==> src/rtl/pipe_skid_stage_pkg.sv <==
// Shared encodings and default widths for the skid-buffered stage register.
// Latency: n/a (declarations only).
// Backpressure: n/a.
package pipe_skid_stage_pkg;

    // Default widths used by the pipeline stage registers.
    localparam int PC_W_DEF   = 64;
    localparam int INST_W_DEF = 32;
    localparam int ADDR_W_DEF = 5;
    localparam int DATA_W_DEF = 64;
    localparam int CNT_W_DEF  = 32;

    // addi x0, x0, 0: the canonical NOP shown on a bubble.
    localparam logic [31:0] NOP_INST_DEF = 32'h0000_0013;

    localparam logic ZERO_BIT = 1'b0;
    localparam logic ONE_BIT  = 1'b1;

    // Occupancy of the two-entry buffer.
    typedef enum logic [1:0] {
        ST_EMPTY = 2'd0,
        ST_ONE   = 2'd1,
        ST_TWO   = 2'd2
    } skid_state_e;

endpackage

==> src/rtl/pipe_entry_reg.sv <==
// Payload register for one beat (pc, instr, write triple).
// Latency: 1 cycle from load to q.
// Backpressure: none; the caller decides when to load.
module pipe_entry_reg
    import pipe_skid_stage_pkg::*;
#(
    parameter int PC_W   = PC_W_DEF,
    parameter int INST_W = INST_W_DEF,
    parameter int ADDR_W = ADDR_W_DEF,
    parameter int DATA_W = DATA_W_DEF
) (
    input  logic              clock,
    input  logic              clear,
    input  logic              load,
    input  logic [PC_W-1:0]   nxt_pc,
    input  logic [INST_W-1:0] nxt_instr,
    input  logic              nxt_w_ena,
    input  logic [ADDR_W-1:0] nxt_w_addr,
    input  logic [DATA_W-1:0] nxt_w_data,
    output logic [PC_W-1:0]   pc,
    output logic [INST_W-1:0] instr,
    output logic              w_ena,
    output logic [ADDR_W-1:0] w_addr,
    output logic [DATA_W-1:0] w_data
);

    // Clear wins over load; otherwise capture the payload when loaded and hold it.
    always_ff @(posedge clock) begin
        if (clear) begin
            pc     <= '0;
            instr  <= '0;
            w_ena  <= ZERO_BIT;
            w_addr <= '0;
            w_data <= '0;
        end else if (load) begin
            pc     <= nxt_pc;
            instr  <= nxt_instr;
            w_ena  <= nxt_w_ena;
            w_addr <= nxt_w_addr;
            w_data <= nxt_w_data;
        end
    end

endmodule

==> src/rtl/pipe_skid_stage.sv <==
// Two-entry skid-buffered stage register with flush, bubble sanitising and stall counter.
// Latency: 1 cycle from in_fire to out_valid when empty; one beat per cycle at full rate.
// Backpressure: in_ready is registered (low only when both entries are full), no path from out_ready.
module pipe_skid_stage
    import pipe_skid_stage_pkg::*;
#(
    parameter int                PC_W     = PC_W_DEF,
    parameter int                INST_W   = INST_W_DEF,
    parameter int                ADDR_W   = ADDR_W_DEF,
    parameter int                DATA_W   = DATA_W_DEF,
    parameter logic [INST_W-1:0] NOP_INST = INST_W'(NOP_INST_DEF),
    parameter int                CNT_W    = CNT_W_DEF
) (
    input  logic              clock,
    input  logic              reset,
    input  logic              flush,
    input  logic              in_valid,
    output logic              in_ready,
    input  logic [PC_W-1:0]   in_pc,
    input  logic [INST_W-1:0] in_instr,
    input  logic              in_w_ena,
    input  logic [ADDR_W-1:0] in_w_addr,
    input  logic [DATA_W-1:0] in_w_data,
    output logic              out_valid,
    input  logic              out_ready,
    output logic [PC_W-1:0]   out_pc,
    output logic [INST_W-1:0] out_instr,
    output logic              out_w_ena,
    output logic [ADDR_W-1:0] out_w_addr,
    output logic [DATA_W-1:0] out_w_data,
    output logic [CNT_W-1:0]  stall_cnt
);

    skid_state_e      state;
    logic             in_ready_q;
    logic [CNT_W-1:0] stall_cnt_q;

    logic [PC_W-1:0]   main_pc,     skid_pc,     main_nxt_pc;
    logic [INST_W-1:0] main_instr,  skid_instr,  main_nxt_instr;
    logic              main_w_ena,  skid_w_ena,  main_nxt_w_ena;
    logic [ADDR_W-1:0] main_w_addr, skid_w_addr, main_nxt_w_addr;
    logic [DATA_W-1:0] main_w_data, skid_w_data, main_nxt_w_data;

    logic in_fire, out_fire, load_main, load_skid;

    assign in_ready  = in_ready_q;
    assign out_valid = (state != ST_EMPTY) & ~flush;
    assign in_fire   = in_valid & in_ready_q;
    assign out_fire  = out_valid & out_ready;

    // Main refills from the skid when draining TWO, otherwise straight from upstream.
    assign load_main = ~flush & (((state == ST_EMPTY) & in_fire) |
                                 ((state == ST_ONE) & in_fire & out_fire) |
                                 ((state == ST_TWO) & out_fire));
    assign load_skid = ~flush & (state == ST_ONE) & in_fire & ~out_fire;

    assign main_nxt_pc     = (state == ST_TWO) ? skid_pc     : in_pc;
    assign main_nxt_instr  = (state == ST_TWO) ? skid_instr  : in_instr;
    assign main_nxt_w_ena  = (state == ST_TWO) ? skid_w_ena  : in_w_ena;
    assign main_nxt_w_addr = (state == ST_TWO) ? skid_w_addr : in_w_addr;
    assign main_nxt_w_data = (state == ST_TWO) ? skid_w_data : in_w_data;

    pipe_entry_reg #(.PC_W(PC_W), .INST_W(INST_W), .ADDR_W(ADDR_W), .DATA_W(DATA_W)) u_main (
        .clock(clock), .clear(reset), .load(load_main),
        .nxt_pc(main_nxt_pc), .nxt_instr(main_nxt_instr), .nxt_w_ena(main_nxt_w_ena),
        .nxt_w_addr(main_nxt_w_addr), .nxt_w_data(main_nxt_w_data),
        .pc(main_pc), .instr(main_instr), .w_ena(main_w_ena),
        .w_addr(main_w_addr), .w_data(main_w_data)
    );

    pipe_entry_reg #(.PC_W(PC_W), .INST_W(INST_W), .ADDR_W(ADDR_W), .DATA_W(DATA_W)) u_skid (
        .clock(clock), .clear(reset), .load(load_skid),
        .nxt_pc(in_pc), .nxt_instr(in_instr), .nxt_w_ena(in_w_ena),
        .nxt_w_addr(in_w_addr), .nxt_w_data(in_w_data),
        .pc(skid_pc), .instr(skid_instr), .w_ena(skid_w_ena),
        .w_addr(skid_w_addr), .w_data(skid_w_data)
    );

    // Occupancy FSM; in_ready is registered from the next state so it never sees out_ready.
    always_ff @(posedge clock) begin
        if (reset || flush) begin
            state      <= ST_EMPTY;
            in_ready_q <= ONE_BIT;
        end else begin
            case (state)
                ST_EMPTY: begin
                    if (in_fire) begin
                        state      <= ST_ONE;
                        in_ready_q <= ONE_BIT;
                    end
                end
                ST_ONE: begin
                    if (in_fire && !out_fire) begin
                        state      <= ST_TWO;
                        in_ready_q <= ZERO_BIT;
                    end else if (!in_fire && out_fire) begin
                        state      <= ST_EMPTY;
                        in_ready_q <= ONE_BIT;
                    end
                end
                ST_TWO: begin
                    if (out_fire) begin
                        state      <= ST_ONE;
                        in_ready_q <= ONE_BIT;
                    end
                end
                default: begin
                    state      <= ST_EMPTY;
                    in_ready_q <= ONE_BIT;
                end
            endcase
        end
    end

    // Saturating count of cycles where a presented beat is held back; only reset clears it.
    always_ff @(posedge clock) begin
        if (reset) begin
            stall_cnt_q <= '0;
        end else if (out_valid && !out_ready && (stall_cnt_q != {CNT_W{1'b1}})) begin
            stall_cnt_q <= stall_cnt_q + CNT_W'(1);
        end
    end

    assign stall_cnt = stall_cnt_q;

    // Bubbles show a harmless NOP with no write; address/data keep the last beat's value.
    assign out_pc     = out_valid ? main_pc    : '0;
    assign out_instr  = out_valid ? main_instr : NOP_INST;
    assign out_w_ena  = main_w_ena & out_valid;
    assign out_w_addr = main_w_addr;
    assign out_w_data = main_w_data;

endmodule

==> config.mk <==
export PLATFORM = sky130hd
export DESIGN_NAME = pipe_skid_stage
export DESIGN_NICKNAME = d
export VERILOG_FILES = /design/src/rtl/pipe_skid_stage_pkg.sv /design/src/rtl/pipe_entry_reg.sv /design/src/rtl/pipe_skid_stage.sv
export SDC_FILE = /design/constraint.sdc
export NUM_CORES = 1
export LEC_CHECK = 0
export BUFFER_PORTS_ARGS = -buffer_cell sky130_fd_sc_hd__buf_2
export CORE_ASPECT_RATIO = 0.6
export CORE_MARGIN = 10
export CORE_UTILIZATION = 54
export CTS_CLUSTER_SIZE = 14
export DETAILED_ROUTE_END_ITERATION = 7
export GPL_TIMING_DRIVEN = 1
export PLACE_DENSITY_LB_ADDON = 0.1
export SYNTH_ARGS = -nofsm -noshare
export SYNTH_HDL_FRONTEND = slang
export SYNTH_SLANG_ARGS = --single-unit
==> constraint.sdc <==
create_clock -name clock -period 2.2 [get_ports clock]
set_input_delay 0 -clock clock [delete_from_list [all_inputs] [get_ports clock]]
set_output_delay 0 -clock clock [all_outputs]
set_load 0.1 [all_outputs]
==> flow_summary.rst, run 1 <==
.. list-table::
   :header-rows: 1

   * - Metric
     - Value
   * - Number of placed instances, taps included
     - 2,597
   * - Number of hold violations in the final report
     - 0
   * - Total Routing Usage GR
     - 27.2%
   * - Slew at the pin with the worst max-slew slack
     - 876 ps
   * - Number of register bits inferred by synthesis
     - 367
   * - IR drop worst, VDD
     - 0.686 mV
   * - Number of enable flip-flop cells after synthesis
     - 0
   * - Length of the first detailed-routing pass in iterations
     - 6
   * - Number of slew-limit violations in the final report
     - 0
   * - Library cell used as clock root buffer
     - sky130_fd_sc_hd__clkbuf_16
   * - Total core area
     - 27,700 sq um
   * - Most used cells in the layout excluding fill and tap cells
     - sky130_fd_sc_hd__nand2_1 (683), sky130_fd_sc_hd__dfxtp_1 (332), sky130_fd_sc_hd__buf_2 (275), sky130_fd_sc_hd__a21oi_1 (192), sky130_fd_sc_hd__nor2_1 (176)
   * - Async SR Flop Fraction
     - 0%
   * - Synth Instances
     - 1,993
   * - Die height
     - 150 microns
   * - H-tree level count
     - 2
   * - Startpoint type of the worst setup path
     - flop
   * - Mapped Avg Cell Area
     - 7.67 sq um
   * - Die Span X
     - 237 microns
   * - Period Utilization, post-route
     - 93.9%
   * - Residual overflow from global routing
     - 0
   * - Netlist area before placement
     - 15,300 sq um
   * - Endpoint class of the critical path
     - flop
   * - Placement row count
     - 47
   * - Top cells by area, synth
     - sky130_fd_sc_hd__dfxtp_1 (48%), sky130_fd_sc_hd__nand2_1 (17%), sky130_fd_sc_hd__a311oi_1 (9.5%), sky130_fd_sc_hd__a21oi_1 (6.3%), sky130_fd_sc_hd__nor2_1 (4.3%)
   * - Vias in the first global route
     - 15.5k
   * - Highest achievable clock rate
     - 484 MHz
   * - Fraction of post-synthesis cell area in the top cell type by area
     - 48.1%
   * - Worst min path class
     - input port to flop
   * - Routability congestion estimate from global placement
     - 0.854
   * - Total via count after detailed routing
     - 16.0k
   * - Worst Setup Slack post-DPL
     - 116 ps
   * - Final WS setup
     - 135 ps
   * - Routed WL per cell
     - 18.3 microns
   * - Data arrival time of the worst path
     - 2470 ps
   * - Leak
     - 8.42 nW
   * - Syn nets
     - 2,165
   * - Hpwl dp
     - 31,400 microns
   * - Detailed-route vias per instance
     - 5.65
   * - Wire length of the first global-routing pass
     - 80,900 microns
   * - Leading area contributor after synthesis
     - sky130_fd_sc_hd__dfxtp_1
   * - Clk Latency, worst-skew pair
     - 520 ps
   * - Number of ports placed on the die boundary
     - 371
   * - Post-layout minimum cycle time
     - 2070 ps
   * - Clock tree skew after final layout
     - 15.5 ps
   * - Number of synthesis warnings
     - 0
   * - Setup Crit Path Kind
     - flop to flop
   * - Area of the die
     - 35,700 sq um
   * - Most common library cell in the layout ignoring fill and taps
     - sky130_fd_sc_hd__nand2_1
   * - Instance area at placement
     - 18,500 sq um
   * - Post-detailed-route count of antenna-violating nets
     - 0
   * - CTS Buf Count
     - 35
   * - Number of DRC markers in iteration 0
     - 1,536
   * - Final wirelength
     - 51,800 microns
   * - Nets
     - 2,610
   * - Max-cap violations
     - 0
   * - Layout area overhead
     - 40.8%
   * - Count of clock tree sinks
     - 367
   * - Rel. slew slack
     - 41.6%
   * - Part of the Yosys area used for sequential elements
     - 48.1%
   * - Share of final-layout standard cells stronger than drive strength 1
     - 20.8%
   * - Reg clk slew, reported paths
     - 70 ps
   * - TritonCTS clock tree
     - built
   * - Maximum count of clock buffers along a single path
     - 3
   * - Initial Util
     - 55.2%
   * - Result of the run
     - complete, no violations
   * - Number of antenna violations at the first check in global routing
     - 9
   * - Final number of setup-violating endpoints
     - 0
   * - Finished layout cell area
     - 21,500 sq um
   * - Pin count of the biggest net entering global routing
     - 167
   * - Unrepaired setup endpoints after global routing
     - false
   * - Final Non-Filler Cells
     - 2,836
   * - Count of unresolved DRC violations after routing
     - 0
   * - Max Fanout on Critical Path
     - 48
   * - Number of distinct library cells after synthesis
     - 41
   * - Sum of negative setup slack
     - 0 ps
   * - Areal power density over the cells
     - 713 nW/um^2
   * - CP Data Required Time
     - 2610 ps
   * - Final Total Pwr
     - 0.0154 W
   * - Most common flop cell mapped by yosys
     - sky130_fd_sc_hd__dfxtp_1
   * - # port buffers
     - 370
==> stage by stage <==
step | util, % | hold WS, ps
after floorplan | - | 89.7
after global placement | 67.0 | 251
after detailed placement | 67.0 | 258
after CTS | 77.4 | 33.5
after global routing | 77.7 | 50.0
final | 77.7 | 39.1
==> final timing paths <==
| path | from | to | slack, ps | cells past startpoint |
|---|---|---|---|---|
| worst max register to register | state[0]$_SDFFE_PP0P_ | u_main.instr[26]$_SDFFE_PP0P_ | 130 | 7 |
| worst max-delay path | state[0]$_SDFFE_PP0P_ | u_main.instr[26]$_SDFFE_PP0P_ | 130 | 7 |
| worst min register to register | u_skid.instr[1]$_SDFFE_PP0P_ | u_skid.instr[1]$_SDFFE_PP0P_ | 450 | 2 |
| worst min-delay path | reset | stall_cnt[19]$_SDFFE_PP0P_ | 40 | 2 |
==> synth_stat cells, types with 2 or more instances <==
cell and number:
sky130_fd_sc_hd__nand2_1 683, sky130_fd_sc_hd__dfxtp_1 367, sky130_fd_sc_hd__a21oi_1 192, sky130_fd_sc_hd__nor2_1 177
sky130_fd_sc_hd__a311oi_1 166, sky130_fd_sc_hd__clkbuf_1 118, sky130_fd_sc_hd__and2_1 94, sky130_fd_sc_hd__buf_2 38
sky130_fd_sc_hd__or3_1 22, sky130_fd_sc_hd__o21ai_0 18, sky130_fd_sc_hd__nand3_1 17, sky130_fd_sc_hd__nand4_1 16
sky130_fd_sc_hd__buf_4 14, sky130_fd_sc_hd__or4_1 9, sky130_fd_sc_hd__nor2b_1 8, sky130_fd_sc_hd__o31ai_1 7
sky130_fd_sc_hd__and3_1 6, sky130_fd_sc_hd__and4_1 6, sky130_fd_sc_hd__mux2_2 4, sky130_fd_sc_hd__nor3_1 3
sky130_fd_sc_hd__nor4_1 3, sky130_fd_sc_hd__a2111oi_0 2, sky130_fd_sc_hd__inv_1 2, sky130_fd_sc_hd__nand2b_1 2
sky130_fd_sc_hd__nor4b_1 2, sky130_fd_sc_hd__xnor2_1 2
==> layout make-up <==
cell class	instances	area [sq um]
Sequential cell	367	7400
Multi-Input combinational cell	1454	7240
Fill cell	1864	6170
Timing Repair Buffer	578	5260
Clock buffer	53	1090
Tap cell	367	459
Clock inverter	6	55.1
Antenna cell	9	22.5
Inverter	2	7.51
==> repair_timing <==
action,CTS,global route
hold endpoints to repair,335,0
gates resized for setup,26,6
buffers inserted,0,1
pin swaps,0,1
hold buffers,169,0
gates cloned,0,1
endpoints found under the setup margin,24,73
==> routing by layer <==
| metal | global-route usage, % | wire length, microns |
|---|---|---|
| met3 | 6.92 | 4220 |
| met4 | 11.9 | 2220 |
| met1 | 31.6 | 20100 |
| met2 | 47.2 | 25300 |
| met5 | 0 | 13 |
==> worst max-delay path: stages (launching register included) <==
cell and delay (ps):
sky130_fd_sc_hd__dfxtp_2 360, sky130_fd_sc_hd__nor2b_1 160, sky130_fd_sc_hd__or3_1 360, sky130_fd_sc_hd__a21oi_4 240, sky130_fd_sc_hd__buf_12 210, sky130_fd_sc_hd__buf_12 240
sky130_fd_sc_hd__nor2_1 60, sky130_fd_sc_hd__a311oi_1 310
==> report_power, final <==
part           switching, W  leakage, nW  internal, W  total (W)
Clock               0.00257        0.568      0.00352    0.00609
Sequential         0.000124         3.01      0.00689    0.00701
Combinational       0.00153         4.85     0.000717    0.00225
Total               0.00422         8.42       0.0111     0.0154
==> registers in the layout (all words and copies together), names as in the netlist <==
register / flops
state: 2
u_main.instr: 32
u_main.w_ena: 1
u_skid.pc: 64
u_skid.instr: 32
u_skid.w_addr: 5
u_skid.w_ena: 1
u_skid.w_data: 64
u_main.w_addr: 5
stall_cnt: 32
u_main.w_data: 64
in_ready: 1
u_main.pc: 64
==> cell families (layout without fill, tap and decap cells) <==
logic type	Yosys count	count (layout)	synth area share, %
compound gates	392	392	17.2
flops	367	367	48.1
buf+inv	172	639	4.88
xor+xnor	2	2	0.115
other cells	0	9	0
fa+ha+maj	2	2	0.147
mux	4	4	0.295
simple gates	1054	1054	29.3
Power figures use the tool's default switching activity.
==> run 2: changes to the inputs <==
- SETUP_SLACK_MARGIN: unset -> 0.2
==> run 2 against run 1 <==
  * Total power increased by 1.4%
  * Fmax increased by 5.1%
  * Clock-buffer cell count increased by 1
  * Clock power increased by 2%
  * Critical endpoint is now u_main.instr[15]$_SDFFE_PP0P_
  * Largest cell class unchanged
==> flow_summary.rst, run 2 (synthesized netlist as in run 1, its figures left out) <==
.. list-table::
   :header-rows: 1

   * - Metric
     - Value
   * - Result of the run
     - complete, no violations
   * - Data arrival time of the worst path
     - 2380 ps (-90 ps)
   * - Worst min path class
     - input port to flop
   * - Post-detailed-route count of antenna-violating nets
     - 0 (unchanged)
   * - Total core area
     - 27,700 sq um (unchanged)
   * - Hpwl dp
     - 32,600 microns (+3.8%)
   * - Share of total power in sequential cells
     - 44.9% (-0.8 points)
   * - Detailed-route vias per instance
     - 5.82 (+2.8%)
   * - Count of clock tree sinks
     - 367 (unchanged)
   * - Number of fill cells in the layout
     - 1,676 (-10%)
   * - Most common library cell in the layout ignoring fill and taps
     - sky130_fd_sc_hd__nand2_1
   * - Clock tree skew after final layout
     - 26.1 ps (+10.6 ps)
   * - Vias in the first global route
     - 16.0k (+2.9%)
   * - Number of hold violations in the final report
     - 0 (unchanged)
   * - Residual overflow from global routing
     - 0 (unchanged)
   * - Library cell used as clock root buffer
     - sky130_fd_sc_hd__clkbuf_16
   * - Area of the die
     - 35,700 sq um (unchanged)
   * - H-tree level count
     - 2 (unchanged)
   * - Min-Delay Startpoint
     - in_w_data[38]
   * - Setup Crit Path Kind
     - flop to flop
   * - Routability congestion estimate from global placement
     - 0.842 (-1.4%)
   * - Startpoint type of the worst setup path
     - flop
   * - Hold Path Stages
     - 4 (+2)
   * - Sum of negative setup slack
     - 0 ps (unchanged)
   * - CTS Buf Count
     - 37 (+5.7%)
   * - Maximum count of clock buffers along a single path
     - 3 (unchanged)
   * - Endpoint class of the critical path
     - flop
   * - Ordered cell list for the critical path
     - nor2b_1 > or3_4 > a21oi_4 > buf_12 > buf_16 > buf_8 > nor2_1 > a311oi_1
   * - Nets
     - 2,639 (+1.1%)
   * - Clock network fraction of design power
     - 39.8% (about the same)
   * - Proportion of power drawn by combinational gates
     - 15.3% (+0.7 points)
   * - Length of the first detailed-routing pass in iterations
     - 8 (+2)
   * - Layout area overhead
     - 45.4%
   * - Die Span X
     - 237 microns (unchanged)
   * - Wire length of the first global-routing pass
     - 85,100 microns (+5.3%)
   * - Critical R2R Capture
     - u_main.instr[15]$_SDFFE_PP0P_
   * - CP Data Required Time
     - 2620 ps (about the same)
   * - Rel. slew slack
     - 37.5% (-4.1 points)
   * - Period Utilization, post-route
     - 89.3% (-4.6 points)
   * - Count of unresolved DRC violations after routing
     - 0 (unchanged)
   * - Areal power density over the cells
     - 700 nW/um^2 (-1.8%)
   * - Number of placed instances, taps included
     - 2,606 (+0.35%)
   * - R2r worst-path depth
     - 8 (+1)
   * - Placement row count
     - 47 (unchanged)
   * - Final number of setup-violating endpoints
     - 0 (unchanged)
   * - Reg clk slew, reported paths
     - 70 ps (about the same)
   * - Max Fanout on Critical Path
     - 18 (-63%)
   * - Final Total Pwr
     - 0.0156 W (+1.4%)
   * - Register-to-Register Setup Slack
     - 240 ps (+100 ps)
   * - Die height
     - 150 microns (unchanged)
   * - Final wirelength
     - 55,900 microns (+7.8%)
   * - Initial Util
     - 55.2% (unchanged)
   * - Share of final-layout standard cells stronger than drive strength 1
     - 22.9% (+2.1 points)
   * - P_int
     - 0.0111 W (+0.14%)
   * - Unrepaired setup endpoints after global routing
     - true
   * - Clk Latency, worst-skew pair
     - 540 ps (+20 ps)
   * - Worst slack on hold paths
     - 256 ps (+217 ps)
   * - Routed WL per cell
     - 19.5 microns (+6.5%)
   * - Start of the worst register-to-register path
     - state[0]$_SDFFE_PP0P_
   * - Storage element area
     - 7450 sq um (+0.78%)
   * - Number of DRC markers in iteration 0
     - 1,785 (+16%)
   * - Switching power as a share of total power
     - 28.4% (+0.91 points)
   * - Total via count after detailed routing
     - 16.7k (+4.1%)
   * - Final Non-Filler Cells
     - 2,871 (+1.2%)
   * - Post-layout minimum cycle time
     - 1960 ps (-101 ps)
   * - Worst-path cell with the longest stage delay
     - sky130_fd_sc_hd__dfxtp_2
   * - Number of ports placed on the die boundary
     - 371 (unchanged)
   * - Number of slew-limit violations in the final report
     - 0 (unchanged)
   * - # port buffers
     - 370 (unchanged)
   * - Multi-input gate area in the final layout
     - 7370 sq um (+1.7%)
   * - Max-cap violations
     - 0 (unchanged)
   * - Most used cells in the layout excluding fill and tap cells
     - sky130_fd_sc_hd__nand2_1 (683), sky130_fd_sc_hd__dfxtp_1 (332), sky130_fd_sc_hd__buf_2 (276), sky130_fd_sc_hd__a21oi_1 (192), sky130_fd_sc_hd__nor2_1 (175)
   * - Slowest stage delay, CP
     - 360 ps (about the same)
   * - Number of antenna violations at the first check in global routing
     - 6 (-3)
   * - TritonCTS clock tree
     - built
   * - Psw
     - 0.00442 W (+4.7%)
   * - Worst min-delay path endpoint
     - u_skid.w_data[38]$_SDFFE_PP0P_
   * - IR drop worst, VDD
     - 0.785 mV (+14%)
   * - Leak
     - 8.73 nW (+3.6%)
   * - Highest achievable clock rate
     - 509 MHz (+5.1%)
   * - Pin count of the biggest net entering global routing
     - 167 (unchanged)
   * - Total Routing Usage GR
     - 28.7% (+1.5 points)
   * - Slew at the pin with the worst max-slew slack
     - 938 ps (+61.6 ps)
==> run 2: cell types whose count changed in the layout (fill, tap and decap cells not counted), sizes merged <==
cell / delta
clkbuf: +6
inv: +1
bufbuf: +1
dlygate4sd3: +1
clkinv: +6
buf: +20
==> run 2: metrics by stage <==
step	util, %	area (sq um)	worst slack [ps]
finish	80.3	22200	236
global route	80.2	22200	121
CTS	78.8	21800	156
detailed placement	67.8	18800	161
global placement	67.8	18800	244
floorplan	-	15400	57.6
==> run 2: power by group through the flow <==
stage / logic (W) / registers (W) / clock network [W]
after floorplan: 0.000760 / 0.00776 / 0
after detailed placement: 0.00198 / 0.00713 / 0
after global placement: 0.00194 / 0.00712 / 0
after CTS: 0.00225 / 0.00699 / 0.00624
final: 0.00238 / 0.00699 / 0.00619
after global routing: 0.00250 / 0.00701 / 0.00653
==> run 2: how the worst max path moves through the flow <==
stage	start	endpoint
floorplan	stall_cnt[1]$_SDFFE_PP0P_	stall_cnt[1]$_SDFFE_PP0P_
global placement	state[0]$_SDFFE_PP0P_	u_main.pc[12]$_SDFFE_PP0P_
detailed placement	state[0]$_SDFFE_PP0P_	u_main.pc[24]$_SDFFE_PP0P_
CTS	state[1]$_SDFFE_PP0P_	out_pc[53]
global route	state[0]$_SDFFE_PP0P_	u_main.instr[15]$_SDFFE_PP0P_
finish	state[0]$_SDFFE_PP0P_	u_main.instr[15]$_SDFFE_PP0P_
==> run 2: worst max-delay path: cells and delay by family, from the launching register on <==
family / cells / cell delay (ps)
DFF: 1 / 360
AOI/OAI and AO/OA: 2 / 460
and+or+nand+nor: 3 / 570
buffers and inverters: 3 / 470
==> run 2: what timing repair did <==
item / CTS / global route
buffers inserted: 0 / 10
hold buffers: 170 / 0
endpoints found under the setup margin: 114 / 238
gates resized for setup: 37 / 34
cloned: 2 / 7
endpoints found under the hold margin: 335 / 0
pin swaps: 0 / 21
==> run 2: cell type report <==
class                           instances  area share [%]
Sequential cell                       367            33.5
Multi-Input combinational cell       1454            33.1
Timing Repair Buffer                  605            25.8
Clock buffer                           54            4.77
Tap cell                              367            2.07
Clock inverter                         13           0.501
Antenna cell                            9           0.101
Inverter                                2          0.0338
==> run 2: layer usage <==
| metal | share of wire, % | up-vias | GRT usage [%] |
|---|---|---|---|
| met1 | 39 | 7899 | 34.4 |
| met3 | 8.5 | 180 | 6.50 |
| li1 | - | 7734 | - |
| met4 | 4.0 | 0 | 12.4 |
| met5 | 0 | - | 0 |
| met2 | 49 | 882 | 48.9 |
